**src/rtl/mux_pkg.sv**
```systemverilog
// Shared encodings for the scanning channel multiplexer.
package mux_pkg;

   typedef enum logic [1:0] {
      IDLE   = 2'd0,
      MANUAL = 2'd1,
      SCAN   = 2'd2
   } state_e;

   localparam logic MODE_MANUAL = 1'b0;
   localparam logic MODE_SCAN   = 1'b1;

endpackage

```
**src/rtl/dwell_counter.sv**
```systemverilog
// Counts 0..DWELL-1 while enabled; tick marks the last cycle of each dwell period.
module dwell_counter #(
   parameter int unsigned DWELL = 4
) (
   input  logic clk,
   input  logic rst,
   input  logic clr,
   input  logic en,
   output logic tick
);

   localparam int unsigned CW = (DWELL > 1) ? $clog2(DWELL) : 1;

   logic [CW-1:0] cnt_q, cnt_d;

   assign tick = en && (cnt_q == CW'(DWELL - 1));

   always_comb begin
      cnt_d = cnt_q;
      if (clr || tick) begin
         cnt_d = '0;
      end else if (en) begin
         cnt_d = cnt_q + CW'(1);
      end
   end

   always_ff @(posedge clk or posedge rst) begin
      if (rst) begin
         cnt_q <= '0;
      end else begin
         cnt_q <= cnt_d;
      end
   end

endmodule

```
**src/rtl/mux_scan_n.sv**
```systemverilog
// N-channel registered multiplexer with manual select and dwell-timed auto scan.
module mux_scan_n
   import mux_pkg::*;
#(
   parameter int unsigned N_CH  = 4,
   parameter int unsigned W     = 8,
   parameter int unsigned DWELL = 4,
   localparam int unsigned SW   = $clog2(N_CH)
) (
   input  logic              clk,
   input  logic              rst,
   input  logic              en,
   input  logic              mode,
   input  logic [SW-1:0]     sel,
   input  logic [N_CH*W-1:0] din,
   output logic [W-1:0]      y,
   output logic [SW-1:0]     ch,
   output logic              valid,
   output logic              wrap,
   output logic              sel_err
);

   state_e        state_q, state_d;
   logic [SW-1:0] cur_q, cur_d, cur, ch_q, ch_d;
   logic [W-1:0]  y_q, y_d;
   logic          valid_q, valid_d, wrap_q, wrap_d, err_q, err_d;
   logic          tick, dwell_clr, dwell_en;

   always_comb begin
      state_d = IDLE;
      if (en) begin
         state_d = (mode == MODE_SCAN) ? SCAN : MANUAL;
      end
   end

   assign dwell_en  = (state_d == SCAN);
   assign dwell_clr = !dwell_en;

   dwell_counter #(
      .DWELL(DWELL)
   ) u_dwell (
      .clk (clk),
      .rst (rst),
      .clr (dwell_clr),
      .en  (dwell_en),
      .tick(tick)
   );

   // cur_q runs one step ahead of ch after a tick; on scan entry start from the shown channel.
   assign cur = (state_q == SCAN) ? cur_q : ch_q;

   always_comb begin
      y_d     = y_q;
      ch_d    = ch_q;
      cur_d   = cur_q;
      valid_d = 1'b0;
      wrap_d  = 1'b0;
      err_d   = 1'b0;
      unique case (state_d)
         MANUAL: begin
            if (32'(sel) < N_CH) begin
               y_d     = din[int'(sel)*W +: W];
               ch_d    = sel;
               valid_d = 1'b1;
            end else begin
               err_d = 1'b1;
            end
         end
         SCAN: begin
            y_d     = din[int'(cur)*W +: W];
            ch_d    = cur;
            valid_d = 1'b1;
            wrap_d  = (state_q == SCAN) && (cur_q != ch_q) && (cur_q == '0);
            cur_d   = cur;
            if (tick) begin
               cur_d = (cur == SW'(N_CH - 1)) ? '0 : cur + SW'(1);
            end
         end
         default: ;
      endcase
   end

   always_ff @(posedge clk or posedge rst) begin
      if (rst) begin
         state_q <= IDLE;
         cur_q   <= '0;
         ch_q    <= '0;
         y_q     <= '0;
         valid_q <= 1'b0;
         wrap_q  <= 1'b0;
         err_q   <= 1'b0;
      end else begin
         state_q <= state_d;
         cur_q   <= cur_d;
         ch_q    <= ch_d;
         y_q     <= y_d;
         valid_q <= valid_d;
         wrap_q  <= wrap_d;
         err_q   <= err_d;
      end
   end

   assign y       = y_q;
   assign ch      = ch_q;
   assign valid   = valid_q;
   assign wrap    = wrap_q;
   assign sel_err = err_q;

endmodule

```
**config.mk**
```make
export PLATFORM = sky130hd
export DESIGN_NAME = mux_scan_n
export DESIGN_NICKNAME = d
export VERILOG_FILES = /design/src/rtl/mux_pkg.sv /design/src/rtl/dwell_counter.sv /design/src/rtl/mux_scan_n.sv
export SDC_FILE = /design/constraint.sdc
export NUM_CORES = 1
export LEC_CHECK = 0
export BUFFER_PORTS_ARGS = -buffer_cell sky130_fd_sc_hd__buf_4
export CAP_MARGIN = 30
export CELL_PAD_IN_SITES_DETAIL_PLACEMENT = 1
export CELL_PAD_IN_SITES_GLOBAL_PLACEMENT = 2
export CORE_MARGIN = 10
export CORE_UTILIZATION = 27
export DETAILED_ROUTE_END_ITERATION = 8
export HOLD_SLACK_MARGIN = 0.05
export PLACE_DENSITY_LB_ADDON = 0.1
export SYNTH_ARGS = -nofsm -noshare
export SYNTH_HDL_FRONTEND = slang
export SYNTH_SLANG_ARGS = --single-unit
export TNS_END_PERCENT = 100
```
**constraint.sdc**
```tcl
create_clock -name clk -period 4.2 [get_ports clk]
set_clock_uncertainty 0.05 [all_clocks]
set_input_delay 0.21 -clock clk [delete_from_list [all_inputs] [get_ports clk]]
set_output_delay 0.21 -clock clk [all_outputs]
set_load 0.05 [all_outputs]
```
==> results.yml <==
outcome:
  outcome: "finished clean"
synthesis:
  ys_top_cells_by_area: "dfrtp_1 (46%), mux2i_1 (16%), a221oi_1 (6.2%), nor2_1 (5.3%), buf_12 (2.0%)"
  synth_fp_nets: 131
  synthMuxAreaShare_pct: 17.6
  synth_xor_area_share_pct: 0.887
  synth-edff-count: 0
  netlist-cell-type-count: 30
  synth_adder_area_share_pct: 1.27
  yosysMostFrequentCell: "dfrtp_1"
  netlist_area_um2: 987
  synthSimpleGateAreaFrac_pct: 13.2
  yosys-top-cells-count: "dfrtp_1 (18), mux2i_1 (16), nor2_1 (14)"
  synth_cells: 92
  synth_compound_area_share_pct: 14.8
  synth_top_family_by_area: "multiplexers"
  synth_seq_area_share_pct: 45.6
  ys.flop_type: "dfrtp_1"
  synth.avg_cell_area_um2: 10.7
  yosys_warnings: 0
  yosys.area.top_type_share_pct: 45.6
  synth-seq-cells: 18
  async_flop_share_pct: 100
  post-synth-top-area-cell: "dfrtp_1"
layout:
  final_core_util_pct: 40.8
  fillerInstances: 395
  multiInputGateArea_um2: 475
  nets: 179
  layout-drive-gt1-share_pct: 42.0
  regArea_um2: 450
  diodes: 0
  synthToLayoutAreaGrowth_pct: 42.2
timing:
  setup_violations: 0
  min_period_over_period_pct: 54.2
  rsz0062_at_grt: "no"
  slew_violations: 0
  layout_setup_ws_ns: 1.93
  fmax_ghz: 0.440
  worst_pin_slew_ns: 0.896
  finalHoldViolCount: 0
  layout_min_cycle_time_ns: 2.27
  tns_ns: 0
  maxSlewHeadroom_pct: 40.3
clock_tree:
  post-cts-setup-buffer-count: 0
  path_clk_slew_ns: 0.07
  clock-sinks: 18
  cts_hold_buf: 0
  cts_buffers: 3
  cts_tree: "built"
  cts_max_level: 1
  cts_resized: 0
  clk_latency_ns: 0.25
  clock_path_buffers: 2
  clock_tree.root_cell: "clkbuf_8"
route:
  wl_per_cell_um: 16.8
  postRouteAntennaNets: 0
  vias_per_cell: 4.65
  drt-total-wl_mm: 3.09
  drc: 0
  drtPass1Iterations: 4
  num_vias: 855
  drt_iter0_markers: 42
die:
  die_h_um: 80.5
  io_pins: 51
  start_util_pct: 28.7
  core_area_um2: 3440
  die_w_um: 80.5
  rows: 21
  dieArea_um2: 6470
worst_setup_path:
  ff2ff_setup_slack_ns: 1.93
  critPathArrivalTime_ns: 2.37
  critPathLaunchType: "register"
  critPathSlowestCell: "o21a_1"
  path_cells: "nor2b_4 > mux2i_2 > o21a_1 > mux2i_1 > a221oi_1"
  crit_buf_inv: 0
  cpPeakStageDelay_ns: 0.75
  cp_max_fo: 16
  crit_family: "compound AO/OA/AOI/OAI gates"
  crit_type: "reg2reg"
  cp-end-kind: "register"
  crit_required_ns: 4.30
min_path:
  min_path_type: "in2async"
grt:
  grt_use_met1_pct: 11.3
  met3_usage_pct: 5.35
  grt_use_total_pct: 9.85
  grt_pass1_vias: 994
  grt_pass1_wl_mm: 4.98
  grt_max_degree: 19
  grt_util_met2_pct: 15.3
  overflow: 0
  antenna_found_initial: 0
  grt.busiest_layer: "met2"
placement:
  port_buffers: 49
  dpl.hpwl_mm: 2.44
  finalWeightedCongestion: 0.723
  dp_slack_ns: 1.88
flow_run:
  cap_viol_max_count: 0
power_and_ir_drop:
  powerDensity_nw_per_um2: 372
  p_leak_nw: 0.718
  ir_worst_vdd_v: 0.000182
  p_total_w: 0.000522
## per-layer routing
| layer | wire, µm | share of wire, % | vias up |
|---|---|---|---|
| li1 | - | - | 421 |
| met1 | 1310 | 43 | 395 |
| met2 | 1450 | 47 | 34 |
| met3 | 292 | 9.5 | 5 |
| met4 | 33 | 1.1 | 0 |
| met5 | 0 | 0 | - |
## worst reg2reg max path, stage by stage, from the launching register on
cell and delay [ns]:
dfrtp_1 0.41, nor2b_4 0.15, mux2i_2 0.31, o21a_1 0.75
mux2i_1 0.17, a221oi_1 0.33
## layout make-up
cell class	instances	share of cell area (%)
multi-input cells	65	33.9
flip-flops and latches	18	32.1
repair buffers	49	26.2
well taps	46	4.10
clock buffers	3	2.94
inverters	3	0.802
## path summary, 6_finish.rpt
kind                             startpoint          endpoint  depth (start not counted)
setup / recovery                 state_q[0]              y[0]                          5
hold / removal                          rst             valid                          2
setup reg to reg                 state_q[0]              y[0]                          5
hold reg to reg            u_dwell.cnt_q[0]  u_dwell.cnt_q[0]                          1
max in group asynchronous               rst              y[6]                          2
min in group clk                       mode        state_q[0]                          2
## cells in the final DEF, fill, tap and decap left out
| master | count |
|---|---|
| ha_1 | 1 |
| clkbuf_8 | 3 |
| nand2_2 | 1 |
| nor3b_1 | 1 |
| mux2i_1 | 16 |
| or2b_2 | 1 |
| nor2b_4 | 1 |
| and2b_2 | 1 |
| mux2i_2 | 1 |
| a211oi_1 | 2 |
| a221oi_1 | 7 |
| nor4_1 | 1 |
| o21a_1 | 1 |
| conb_1 | 1 |
| a21oi_1 | 2 |
| nand2_1 | 4 |
| o21ai_0 | 2 |
| xor2_1 | 1 |
| nor3_1 | 1 |
| nor2_1 | 14 |
| dfrtp_1 | 18 |
| and2_1 | 1 |
| o22ai_1 | 1 |
| buf_4 | 49 |
| a221oi_2 | 1 |
| a31oi_1 | 1 |
| a21o_1 | 2 |
| inv_1 | 3 |
## registers in the layout, summed over array words and instances, names as in the netlist
name	cells
state_q	2
wrap	1
valid	1
cur_q	2
y	8
u_dwell.cnt_q	2
ch	2
## per-stage QoR
stage               instances  hold WS (ns)  area [µm²]
global placement          181         0.337        1360
global route              184        0.0831        1400
floorplan                  92        0.0986         987
finish                    184        0.0259        1400
CTS                       184        0.0575        1400
detailed placement        181         0.334        1360
## logic make-up after synthesis
| group | after synthesis |
|---|---|
| simple gates | 26 |
| compound gates | 19 |
| flops | 18 |
| mux | 17 |
| buf+inv | 9 |
| fa+ha+maj | 1 |
| other cells | 1 |
| xor+xnor | 1 |
## power breakdown
group | total [W] | internal [W] | switching [W]
Sequential | 0.000213 | 0.000196 | 0.0000173
Clock | 0.000120 | 0.0000637 | 0.0000562
Combinational | 0.000190 | 0.0000753 | 0.000114
Power figures use the tool's default switching activity.
